### src/rtl/symbol_upsampler.sv
`default_nettype none
// ============================================================================
//  Module      : symbol_upsampler
//  Description : Test-stimulus source for the brick-wall FIR. Builds a
//                4-level PAM symbol stream from a 15-bit PRBS (Gray mapped)
//                and upsamples it by zero insertion. Debug modes provide an
//                impulse train, DC and an alternating +/-3a pattern.
//  Revision    : 1.0 - initial release
// ----------------------------------------------------------------------------
//  Parameters
//    CLK_PER_SAMP : clocks per output sample (>= 1)
//    SPS          : samples per symbol / upsample factor (>= 2)
//    AMP          : inner level a in 1s17; outer level is 3*AMP (<= 131071)
//  Ports
//    clk          : in  1      system clock, rising edge
//    reset        : in  1      synchronous, active-high
//    mode         : in  2      0 PRBS 4-ASK, 1 impulse, 2 DC, 3 alternating
//    x_out        : out 18 s   registered sample for the FIR x_in
//    sample_valid : out 1      one-clock pulse whenever x_out is updated
//    sym_strobe   : out 1      high with sample_valid on phase-0 samples
//    sym_bits     : out 2      LFSR bits behind the current symbol
// ============================================================================
module symbol_upsampler #(
    parameter int                 CLK_PER_SAMP = 1,
    parameter int                 SPS          = 4,
    parameter logic signed [17:0] AMP          = 18'sd21845
) (
    input  logic               clk,
    input  logic               reset,
    input  logic [1:0]         mode,
    output logic signed [17:0] x_out,
    output logic               sample_valid,
    output logic               sym_strobe,
    output logic [1:0]         sym_bits
);

    // ------------------------------------------------------------------
    // Constants
    // ------------------------------------------------------------------
    localparam int DIV_W = (CLK_PER_SAMP > 1) ? $clog2(CLK_PER_SAMP) : 1;
    localparam int PH_W  = $clog2(SPS);

    localparam logic [DIV_W-1:0] DIV_MAX = DIV_W'(CLK_PER_SAMP - 1);
    localparam logic [PH_W-1:0]  PH_MAX  = PH_W'(SPS - 1);

    // Levels are fixed at elaboration; 3*AMP is required to fit in 1s17,
    // so no saturation logic is needed at run time.
    localparam logic signed [17:0] POS_A   = AMP;
    localparam logic signed [17:0] NEG_A   = 18'(-int'(AMP));
    localparam logic signed [17:0] POS_3A  = 18'(3 * int'(AMP));
    localparam logic signed [17:0] NEG_3A  = 18'(-3 * int'(AMP));
    localparam logic signed [17:0] FULL    = 18'sd131071;
    localparam logic signed [17:0] ZERO    = 18'sd0;

    localparam logic [14:0] LFSR_SEED = 15'h0001;

    localparam logic [1:0] MODE_PRBS    = 2'd0;
    localparam logic [1:0] MODE_IMPULSE = 2'd1;
    localparam logic [1:0] MODE_DC      = 2'd2;
    localparam logic [1:0] MODE_ALT     = 2'd3;

    // ------------------------------------------------------------------
    // State
    // ------------------------------------------------------------------
    logic [DIV_W-1:0] div_cnt;
    logic [PH_W-1:0]  phase;
    logic [5:0]       sym_cnt;
    logic [14:0]      lfsr;
    logic [1:0]       active_mode;

    // ------------------------------------------------------------------
    // Combinational decode
    // ------------------------------------------------------------------
    logic               tick;
    logic               sym_tick;
    logic               mode_change;
    logic [1:0]         eff_mode;
    logic [5:0]         eff_cnt;
    logic [14:0]        lfsr_next;
    logic signed [17:0] prbs_level;
    logic signed [17:0] next_sample;

    always_comb begin
        tick        = (div_cnt == DIV_MAX);
        sym_tick    = tick && (phase == '0);
        mode_change = sym_tick && (mode != active_mode);

        // A new mode is only picked up on a symbol boundary, and it governs
        // that very sample; a change also restarts the symbol count there.
        eff_mode    = sym_tick ? mode : active_mode;
        eff_cnt     = mode_change ? 6'd0 : sym_cnt;

        lfsr_next   = {lfsr[13:0], lfsr[14] ^ lfsr[13]};
    end

    // Gray mapping of the two symbol bits onto the 4 PAM levels.
    always_comb begin
        prbs_level = NEG_3A;
        case (lfsr[1:0])
            2'b00:   prbs_level = NEG_3A;
            2'b01:   prbs_level = NEG_A;
            2'b11:   prbs_level = POS_A;
            2'b10:   prbs_level = POS_3A;
            default: prbs_level = NEG_3A;
        endcase
    end

    // Sample selection. Off-symbol phases are zero-stuffed except in DC mode,
    // which holds +a on every sample so the filter sees a true constant.
    always_comb begin
        next_sample = ZERO;
        case (eff_mode)
            MODE_PRBS: begin
                if (sym_tick) begin
                    next_sample = prbs_level;
                end
            end
            MODE_IMPULSE: begin
                if (sym_tick && (eff_cnt == 6'd0)) begin
                    next_sample = FULL;
                end
            end
            MODE_DC: begin
                next_sample = POS_A;
            end
            MODE_ALT: begin
                if (sym_tick) begin
                    next_sample = eff_cnt[0] ? NEG_3A : POS_3A;
                end
            end
            default: begin
                next_sample = ZERO;
            end
        endcase
    end

    // ------------------------------------------------------------------
    // Timing chain: clock divider and sample phase
    // ------------------------------------------------------------------
    always_ff @(posedge clk) begin
        if (reset) begin
            div_cnt <= '0;
            phase   <= '0;
        end else begin
            if (tick) begin
                div_cnt <= '0;
                phase   <= (phase == PH_MAX) ? '0 : phase + 1'b1;
            end else begin
                div_cnt <= div_cnt + 1'b1;
            end
        end
    end

    // ------------------------------------------------------------------
    // Symbol-rate state: mode, symbol counter, PRBS
    // ------------------------------------------------------------------
    always_ff @(posedge clk) begin
        if (reset) begin
            active_mode <= MODE_PRBS;
            sym_cnt     <= 6'd0;
            lfsr        <= LFSR_SEED;
        end else if (sym_tick) begin
            active_mode <= mode;
            sym_cnt     <= eff_cnt + 6'd1;
            // The PRBS runs in every mode so the sequence position does not
            // depend on how long a debug mode was selected.
            lfsr        <= lfsr_next;
        end
    end

    // ------------------------------------------------------------------
    // Output registers
    // ------------------------------------------------------------------
    always_ff @(posedge clk) begin
        if (reset) begin
            x_out        <= ZERO;
            sample_valid <= 1'b0;
            sym_strobe   <= 1'b0;
            sym_bits     <= 2'b00;
        end else begin
            sample_valid <= tick;
            sym_strobe   <= sym_tick;
            if (tick) begin
                x_out <= next_sample;
            end
            if (sym_tick) begin
                sym_bits <= lfsr[1:0];
            end
        end
    end

endmodule
`default_nettype wire

### config.mk
export PLATFORM = sky130hd
export DESIGN_NAME = symbol_upsampler
export DESIGN_NICKNAME = d
export VERILOG_FILES = /design/src/rtl/symbol_upsampler.sv
export SDC_FILE = /design/constraint.sdc
export NUM_CORES = 1
export LEC_CHECK = 0
export CORE_ASPECT_RATIO = 0.8
export CORE_MARGIN = 4
export CORE_UTILIZATION = 45
export CTS_BUF_LIST = sky130_fd_sc_hd__clkbuf_16
export CTS_CLUSTER_SIZE = 10
export DETAILED_ROUTE_END_ITERATION = 7
export GPL_TIMING_DRIVEN = 1
export PLACE_DENSITY = 0.69
export REMOVE_ABC_BUFFERS = 1
export SYNTH_ARGS = -nofsm -noshare
export SYNTH_HDL_FRONTEND = slang
export SYNTH_SLANG_ARGS = --single-unit
### constraint.sdc
create_clock -name clk -period 4.6 [get_ports clk]
set_clock_uncertainty 0.2 [all_clocks]
set_input_delay 0.46 -clock clk [delete_from_list [all_inputs] [get_ports clk]]
set_output_delay 0.46 -clock clk [all_outputs]
set_load 0.005 [all_outputs]
-- Word-level counts from Yosys, hierarchy flattened
Index checks and enable logic that the tools add are counted.
Widths: inputs -> output; s select.
- reductions and logical operators: 8
- multiplexer cells: 9
- equal/unequal tests: 8
- add/sub/neg operators: 3
- bitwise logic cells: 2
- operators by type and width (cell ; count):
    $pmux 18 s4 ; 2
    $mux 18 ; 3
    $mux 17 ; 1
    $eq 2x2->1 const B ; 5
    $add 6x1->6 const B ; 1
    $logic_not 2->1 ; 3
    $logic_not 6->1 ; 1
    $mux 6 ; 1
    $eq 2x1->1 const B ; 2
    $mux 2 ; 2
    $logic_and 1x1->1 ; 3
    $add 2x1->2 const B ; 1
    $ne 2x2->1 ; 1
    $reduce_or 2->1 ; 1
    $add 1x1->1 const B ; 1
    $not 1->1 ; 1
    $xor 1x1->1 ; 1
- bits in registers: 48
- output and inout port bits: 22
- input bits: 4

-- Logic depth before layout (Yosys ltp)
Gate-level depths: netlist of run 1.
- depth in word-level cells: 8
- gate-level depth with buffers: 12
- gate-level depth less buffers: 10

-- Worst setup path before layout of run 1
Ideal clock, no wire load.
- kind: register -> register
- from: register phase[0]
- to: register x_out[0]
- stages on the path, launching flop included: 13
- arrival: 2.066 ns
- buffers on the path: 2
- data required time: 4.322 ns
- path slack: 2.256 ns
- cell sequence: dfxtp_1 > inv_1 > ha_1 > buf_2 > nor2b_1 > clkbuf_1 > nand2_1 > nand2_1 > ha_1 > nand2_1 > a311oi_2 > nor3_1 > nor3_1
- word-level cells in the longest chain between the ends: 8
- elaborated cells between the ends (all ways): 15
- RTL lines (what ; RTL line ; text):
    from (decl) ; 66 ; logic [PH_W-1:0] phase;
    from (signal assigned) ; 147 ; phase <= (phase == PH_MAX) ? '0 : phase + 1'b1;
    $logic_not 2->1 (*) ; 85 ; sym_tick = tick && (phase == '0);
    $logic_and 1x1->1 (*) ; 85 ;
    $logic_and 1x1->1 ; 86 ; mode_change = sym_tick && (mode != active_mode);
    $mux 6 ; 91 ; eff_cnt = mode_change ? 6'd0 : sym_cnt;
    $logic_not 6->1 ; 119 ; if (sym_tick && (eff_cnt == 6'd0)) begin
    $logic_and 1x1->1 ; 119 ;
    $mux 17 ; 119 ;
    $pmux 18 s4 (*) ; 112 ; case (eff_mode)
    to (signal assigned) ; 184 ; x_out <= next_sample;
    to (decl) ; 31 ; output logic signed [17:0] x_out,
Every way passes the cells marked *; elsewhere a longest branch is shown, timed or not.
A chain may end at the register's enable or synchronous reset.

-- Worst setup path in the final report of run 1
- from: input port mode[1]
- to: register x_out[0]
- word-level cells in the longest chain between the ends: 7
- elaborated cells between the ends (all ways): 12
- RTL lines (what ; RTL line ; text):
    from (decl) ; 30 ; input logic [1:0] mode,
    $ne 2x2->1 ; 86 ;
    $logic_and 1x1->1 ; 86 ;
    $mux 6 ; 91 ;
    $logic_not 6->1 ; 119 ;
    $logic_and 1x1->1 ; 119 ;
    $mux 17 ; 119 ;
    $pmux 18 s4 (*) ; 112 ;
Marks and branches as above.

==> results.yml, run 1 <==
power_and_ir_drop:
  vdd_drop_max_mv: 0.240
  powerDensity_nw_per_um2: 381
  leakage_nw: 0.708
logic_synthesis:
  syn_avg_cell_area_um2: 8.05
  ys.flop_type: "dfxtp_1"
  ys_seq_area_share_pct: 40.6
  synth_cells: 202
  ys_ff_latch: 33
  yosysWarnings: 0
  synth-edff-count: 0
  syn_area_um2: 1630
  async_reset_ff_share_pct: 0
  synthDistinctLibCells: 36
sta:
  finalCritPeriodShare_pct: 58.2
  setup_viol: 0
  tightest_slew_ns: 1.11
  max_clock_freq_mhz: 374
  period_needed_ns: 2.68
  drv_slew: 0
  rsz0062_at_grt: "false"
  tns_ns: 0
  hold_slack_ns: 0.249
  max_slew_margin_pct: 26.0
  hold_viol: 0
worst_setup_path:
  cp-end-kind: "flop"
  worst-path-max-fanout: 12
  path_class: "input port to flop"
  arrival_ns: 2.58
  start_kind: "input port"
  critPathRequiredTime_ns: 4.51
die:
  die-area_um2: 4640
  start_util_pct: 47.2
  io_pins: 26
  die_y_um: 61.8
  coreArea_um2: 3450
  row_count: 19
  die_w_um: 75.2
finish:
  layout_commonest_cell: "nand2_1"
  syn_to_final_growth_pct: 17.8
  final_cell_mix: "nand2_1, dfxtp_1, clkdlybuf4s50_1"
  nFillCells: 306
  layout.nets: 220
  antenna_cells: 0
  layout-drive-gt1-share_pct: 5.74
global_routing:
  antenna_found_initial: 0
  grt_pass1_wl_um: 5410
  grt_pass1_vias: 1215
  grt-ovfl-total: 0
  grt_max_degree: 31
  track_usage_pct: 15.3
detailed_routing:
  wl_per_cell_um: 12.7
  wirelength_um: 3190
  vias_per_cell: 5.06
  ant_nets: 0
  drt-pass1-iter-count: 4
  drtIter0Drc: 76
  drc_errors: 0
  via_count: 1270
clocking:
  clk_pin_slew_ns: 0.05
  cts_made_buffers: 5
  cts_resized: 0
  clock_path_buffers: 2
  post_cts_buffers: 0
  clock-sinks: 33
  htreeDepth: 2
  clock_latency_ns: 0.27
  cts_hold_buf: 0
  cts-root-buf: "clkbuf_16"
  cts_tree: "built"
job:
  maxCapViolCount: 0
placement:
  gp_congestion: 0.806
  portBuffers: 25
  dp_hpwl_um: 2190
worst_hold_path:
  min_path_type: "flop to flop"
status:
  outcome: "finished, final reports clean"
## cell families (layout without fill, tap and decap cells)
logic type / count (synthesis) / in the layout / synth area share [%]
compound gates: 39 / 39 / 15.9
xor+xnor: 6 / 6 / 3.23
other cells: 1 / 1 / 0.231
fa+ha+maj: 8 / 8 / 6.16
mux: 2 / 2 / 1.23
simple gates: 79 / 79 / 21.2
buf+inv: 34 / 41 / 11.5
flops: 33 / 33 / 40.6
## worst max-delay path, cell delays in order
cell and delay [ns]:
clkdlybuf4s50_1 0.60, xnor2_1 0.42, nand2_1 0.18, nand2_1 0.16, nand2_1 0.07, ha_1 0.22, nand2_1 0.13, a311oi_2 0.07
nor3_1 0.20, nor3_1 0.07
## sequential cells by signal, indices dropped and copies added (netlist names)
name,count
active_mode,2
div_cnt,1
lfsr,15
phase,2
sample_valid,1
sym_cnt,6
sym_strobe,1
x_out,5
## stage by stage
| step | cell area [um2] | worst slack (ns) | util (%) | total power, mW | instances |
|---|---|---|---|---|---|
| floorplan | 1470 | 1.89 | - | 0.368 | 175 |
| global placement | 1780 | 1.80 | 51.5 | 0.422 | 243 |
| detailed placement | 1780 | 1.66 | 51.5 | 0.427 | 243 |
| CTS | 1910 | 1.94 | 55.5 | 0.736 | 251 |
| global route | 1910 | 1.70 | 55.5 | 0.762 | 251 |
| finish | 1910 | 1.92 | 55.5 | 0.729 | 251 |
## final cells by class
class                      count  area [um2]  area share [%]
inverter                       7        26.3            1.37
clock buffer                   5         125            6.54
timing repair buffer          26         258            13.5
clock inverter                 3        13.8           0.719
tap                           42        52.6            2.75
sequential                    33         661            34.5
multi-input combinational    135         778            40.7
## final timing paths
check                           startpoint          to  slack, ns  depth (start not counted)
worst max-delay path               mode[1]    x_out[0]       1.92                         10
worst min-delay path               lfsr[4]     lfsr[5]       0.25                          2
worst max register to register    phase[0]  sym_cnt[3]       2.14                          6
worst min register to register     lfsr[4]     lfsr[5]       0.25                          2
## Yosys cell counts (all sizes together) (2+ instances only)
cell | n | area share [%]
xor2 | 2 | 1.1
nand2 | 47 | 11
ha | 8 | 6.2
clkbuf | 10 | 2.3
nor2 | 14 | 3.2
dfxtp | 33 | 41
mux2i | 2 | 1.2
nor2b | 3 | 1.2
inv | 7 | 1.6
a221oi | 2 | 1.5
xnor2 | 4 | 2.2
a21oi | 21 | 6.5
o21ai | 4 | 1.2
nand4 | 3 | 1.2
nand2b | 2 | 0.77
and2 | 2 | 0.77
nor3 | 4 | 1.2
buf | 17 | 7.5
o211ai | 2 | 0.92
## routing by layer
layer,vias up,share of wire (%),track usage (%)
met5,-,0,0
met2,20,46,24.8
met1,585,49,19.7
met3,4,3.5,4.50
met4,0,1.0,5.49
li1,661,-,-
## where the power goes
group | total [mW] | leakage, nW | internal [mW] | switching [mW]
sequential | 0.312 | 0.269 | 0.298 | 0.0144
clock | 0.309 | 0.0748 | 0.196 | 0.113
combinational | 0.108 | 0.364 | 0.0533 | 0.0550
(Power assumes the default switching activity.)
==> run 2, diff against run 1 <==
- clock period: 4.6 -> 2.8 ns (I/O delays scaled with it)
==> run 2 against run 1 <==
Compared with the run above:
- cell area grew 1.9%
- sequential power grew 64%
- final cell count grew 2.0%
- global-route usage shrank 0.068 points
- clock power grew 64%
- wire length shrank 0.38%
- worst hold slack got worse by 0.0065 ns
- critical endpoint unchanged
- highest routed layer unchanged
==> results.yml, run 2 (synthesis gave the netlist of run 1 again) <==
worst_setup_path:
  rr_startpoint: "phase[0]"
  r2r-end: "x_out[0]"
  r2r_slack_ns: 0.57
  crit_end: "x_out[0]"
  start_kind: "flop"
  worst_path_most_repeated_cell: "nand2_1"
  path_class: "flop to flop"
  startpoint: "phase[0]"
  cp-end-kind: "flop"
  crit_path_top_delay_cell: "ha_1"
  cpPeakStageDelay_ns: 0.34
  worst-path-max-fanout: 8
  rr_worst_depth: 10
  critPathRequiredTime_ns: 2.80
  crit_chain: "inv_1 > ha_1 > nor2b_1 > nand2_1 > nand2_1 > ha_1 > nand2_1 > a311oi_2 > nor3_1 > nor3_1"
  arrival_ns: 2.23
power_and_ir_drop:
  vdd_drop_max_mv: 0.359
  pwr-share-comb_pct: 15.2
  swShare_pct: 25.0
  seqPwrFrac_pct: 42.6
  power.switching_uw: 301
  clkPwrFrac_pct: 42.1
  leakage_nw: 0.726
  internal_power_uw: 903
  powerDensity_nw_per_um2: 617
finish:
  largest-register: "lfsr"
  layout-drive-gt1-share_pct: 7.48
  top_regs: "lfsr: 15 flops, sym_cnt: 6 flops, x_out: 5 flops"
  syn_to_final_growth_pct: 20.0
  antenna_cells: 0
  layout.nets: 225
  final_cell_mix: "nand2_1, dfxtp_1, clkdlybuf4s50_1"
  layout_commonest_cell: "nand2_1"
  finalInstanceArea_um2: 1950
  largest_reg_flops: 15
sta:
  max_clock_freq_mhz: 449
  finalCritPeriodShare_pct: 79.5
  tightest_slew_ns: 0.579
  hold_viol: 0
  rsz0062_at_grt: "false"
  tns_ns: 0
  drv_slew: 0
  setup_viol: 0
  period_needed_ns: 2.23
  max_slew_margin_pct: 61.4
detailed_routing:
  drc_errors: 0
  vias_per_cell: 5.18
  drtIter0Drc: 136
  wl_met1_um: 1450
  wirelength_um: 3180
  via_count: 1325
  ant_nets: 0
  met3WireLength_um: 150
  wl_met2_um: 1530
  top_layer: "met4"
  wl_per_cell_um: 12.4
  drt-pass1-iter-count: 4
clocking:
  clock-sinks: 33
  htreeDepth: 2
  cts_resized: 0
  clock_latency_ns: 0.28
  clk_pin_slew_ns: 0.05
  cts-root-buf: "clkbuf_16"
  cts_tree: "built"
  post_cts_buffers: 0
  cts_hold_buf: 0
  clock_path_buffers: 2
  cts_made_buffers: 5
placement:
  dpl_cell_area_um2: 1810
  dp_hpwl_um: 2190
  gp_congestion: 0.804
  portBuffers: 25
global_routing:
  antenna_found_initial: 0
  grt_max_degree: 31
  grt_pass1_wl_um: 5310
  track_usage_pct: 15.3
  grt_pass1_vias: 1216
  grt-ovfl-total: 0
die:
  die_y_um: 61.8
  row_count: 19
  coreArea_um2: 3450
  io_pins: 26
  die-area_um2: 4640
  start_util_pct: 47.2
  die_w_um: 75.2
status:
  outcome: "finished, final reports clean"
job:
  maxCapViolCount: 0
worst_hold_path:
  min_path_type: "flop to flop"
==> run 2: through the flow <==
stage	hold WS, ns	utilization, %	std cells	power [mW]	worst slack (ns)
floorplan	0.146	-	175	0.604	0.0890
global placement	0.237	52.6	248	0.700	0.392
detailed placement	0.242	52.6	248	0.706	0.316
CTS	0.243	56.6	256	1.22	0.575
global route	0.262	56.6	256	1.26	0.324
finish	0.243	56.6	256	1.20	0.574
==> run 2: layout make-up <==
| class | count | area (um2) |
|---|---|---|
| Clock inverter | 3 | 12.5 |
| Fill cell | 285 | 1500 |
| Tap cell | 42 | 52.6 |
| Multi-Input combinational cell | 135 | 778 |
| Inverter | 7 | 26.3 |
| Clock buffer | 5 | 125 |
| Sequential cell | 33 | 661 |
| Timing Repair Buffer | 31 | 295 |
==> run 2: worst min-delay path by stage <==
stage / startpoint / end / slack (ns) / cells after the start
6_report: lfsr[11] / lfsr[12] / 0.24 / 2
5_1_grt: lfsr[9] / lfsr[10] / 0.26 / 2
4_1_cts: lfsr[11] / lfsr[12] / 0.24 / 2
3_5_place_dp: lfsr[11] / lfsr[12] / 0.24 / 2
3_3_place_gp: lfsr[10] / lfsr[11] / 0.24 / 2
2_1_floorplan: reset / x_out[15] / 0.15 / 1
==> run 2: worst max-delay path: cells and delay by family (launching register included) <==
kind	cells	cell delay, ns
compound gates	1	0.25
fa+ha+maj	2	0.51
buf+inv	1	0.07
flops	1	0.33
simple gates	6	0.79
==> run 2: power groups by stage <==
stage | Combinational (mW) | Sequential (mW) | Clock, mW
finish | 0.183 | 0.513 | 0.508
floorplan | 0.0822 | 0.522 | 0
CTS | 0.184 | 0.513 | 0.521
global placement | 0.180 | 0.521 | 0
detailed placement | 0.184 | 0.523 | 0
global route | 0.203 | 0.517 | 0.542
==> run 2: layer usage <==
layer,vias up,track usage (%)
met5,-,0
li1,678,-
met3,7,5.79
met1,614,18.3
met4,0,5.99
met2,26,25.1
==> run 3, diff against run 2 <==
- PLACE_DENSITY: 0.69 -> 0.72
- clock period: 2.8 -> 2 ns (I/O delays scaled with it)
==> run 3 against run 2 <==
Compared with the run above:
- register-to-register slack worse by 0.48 ns
- clock power up 39%
- cell area increased by 5.1%
- setup slack worse by 0.48 ns
- die area unchanged
- critical path type unchanged
- first-iteration DRC count decreased by 35%
- worst hold slack improved by 0.0073 ns
- critical endpoint unchanged
- sequential power rose by 39%
- utilization rose by 2.9 points
- critical path depth decreased by 3
- global-route usage is 0.097 points lower
- wire length increased by 1.8%
==> results.yml, run 3 (synthesis gave the netlist of run 1 again) <==
worst_setup_path:
  crit_path_top_delay_cell: "or3b_4"
  critPathRequiredTime_ns: 1.99
  cp_top_family: "simple AND/OR/NAND/NOR gates"
  path_buf_inv: 2
  arrival_ns: 1.90
  start_kind: "flop"
  crit_chain: "inv_1 > ha_1 > buf_4 > or3b_4 > a311oi_2 > nor3_1 > nor3_1"
  path_class: "flop to flop"
  cpPeakStageDelay_ns: 0.40
  worst_path_most_repeated_cell: "nor3_1"
  cp-end-kind: "flop"
  worst-path-max-fanout: 7
die:
  die_y_um: 61.8
  die_w_um: 75.2
  start_util_pct: 47.2
  coreArea_um2: 3450
  io_pins: 26
  die-area_um2: 4640
  row_count: 19
finish:
  final_cell_mix: "nand2_1, dfxtp_1, clkdlybuf4s50_1"
  layout-drive-gt1-share_pct: 14.7
  nFillCells: 309
  layout.nets: 235
  largest-register: "lfsr"
  syn_to_final_growth_pct: 26.2
  antenna_cells: 0
  top_regs: "lfsr: 15 flops, sym_cnt: 6 flops, x_out: 5 flops"
  layout_commonest_cell: "nand2_1"
  largest_reg_flops: 15
  finalInstanceArea_um2: 2050
worst_hold_path:
  min_path_type: "flop to flop"
placement:
  gp_congestion: 0.868
  dp_hpwl_um: 2340
  portBuffers: 25
  dpl_cell_area_um2: 1890
sta:
  setup_viol: 0
  max_slew_margin_pct: 64.8
  max_clock_freq_mhz: 525
  tightest_slew_ns: 0.527
  hold_viol: 0
  finalCritPeriodShare_pct: 95.2
  period_needed_ns: 1.90
  drv_slew: 0
  hold_slack_ns: 0.250
clocking:
  clock_latency_ns: 0.27
  post_cts_buffers: 0
  cts_tree: "built"
  htreeDepth: 2
  clock-sinks: 33
  clk_pin_slew_ns: 0.05
  cts-root-buf: "clkbuf_16"
  clock_path_buffers: 2
  cts_made_buffers: 5
global_routing:
  grt_pass1_vias: 1154
  antenna_found_initial: 0
  grt_max_degree: 23
  track_usage_pct: 15.2
  grt_pass1_wl_um: 5340
  grt-ovfl-total: 0
detailed_routing:
  drtIter0Drc: 89
  drt-pass1-iter-count: 4
  via_count: 1343
  ant_nets: 0
  wl_per_cell_um: 12.2
  vias_per_cell: 5.05
  drc_errors: 0
  wirelength_um: 3230
power_and_ir_drop:
  vdd_drop_max_mv: 0.609
  powerDensity_nw_per_um2: 835
  leakage_nw: 0.789
status:
  outcome: "finished, final reports clean"
job:
  maxCapViolCount: 0
[run 3: cell types whose count changed in the layout (fill, tap and decap cells not counted), moves of 2 or more]
cell,previous run,this run
clkinv_1,2,0
nand2_2,0,2
nand2_1,47,45
buf_4,6,16
[run 3: final cells by class]
cell class	count	area (um2)	share of cell area, %
inverter	7	26.3	1.28
clock buffer	5	125	6.10
multi-input combinational	135	801	39.0
sequential	33	662	32.3
clock inverter	3	13.8	0.671
timing repair buffer	41	370	18.1
tap	42	52.6	2.56
[run 3: stage by stage]
| step | cells | worst slack (ns) | utilization (%) | power [mW] | setup TNS (ns) |
|---|---|---|---|---|---|
| after detailed placement | 258 | -0.153 | 54.8 | 1.01 | -0.466 |
| after global placement | 258 | -0.101 | 54.8 | 1.01 | -0.232 |
| after global routing | 266 | -0.0118 | 59.5 | 1.79 | -0.0173 |
| after floorplan | 175 | -0.711 | - | 0.845 | -4.43 |
| after CTS | 266 | 0.0140 | 58.8 | 1.72 | 0 |
| final | 266 | 0.0960 | 59.5 | 1.71 | 0 |
[run 3: timing repair]
action                                  4_1_cts  5_1_grt
gates resized for setup                       0        7
hold buffers                                  0        0
endpoints found under the setup margin        0        6
[run 3: where the power goes]
| part | total, mW | switching, mW | internal [mW] |
|---|---|---|---|
| clock | 0.704 | 0.253 | 0.450 |
| combinational | 0.294 | 0.139 | 0.155 |
| sequential | 0.715 | 0.0297 | 0.685 |
[run 3: tightest hold or removal path: stages (launching register included)]
cell and delay (ns):
dfxtp_1 0.30, nand2_1 0.05, a21oi_1 0.05
[run 3: final timing paths]
path | end | startpoint | cells after the start | slack (ns)
worst min register to register | lfsr[8] | lfsr[7] | 2 | 0.25
worst min-delay path | lfsr[8] | lfsr[7] | 2 | 0.25
worst max register to register | x_out[0] | phase[1] | 7 | 0.1
worst max-delay path | x_out[0] | phase[1] | 7 | 0.1
[run 3: layer usage]
metal  track usage (%)  up-vias  share of wire [%]
met4              2.99        0               0.84
li1                  -      697                  -
met3              6.27        4                5.5
met1              21.1      618                 49
met5                 0        -                  0
met2              22.3       24                 45
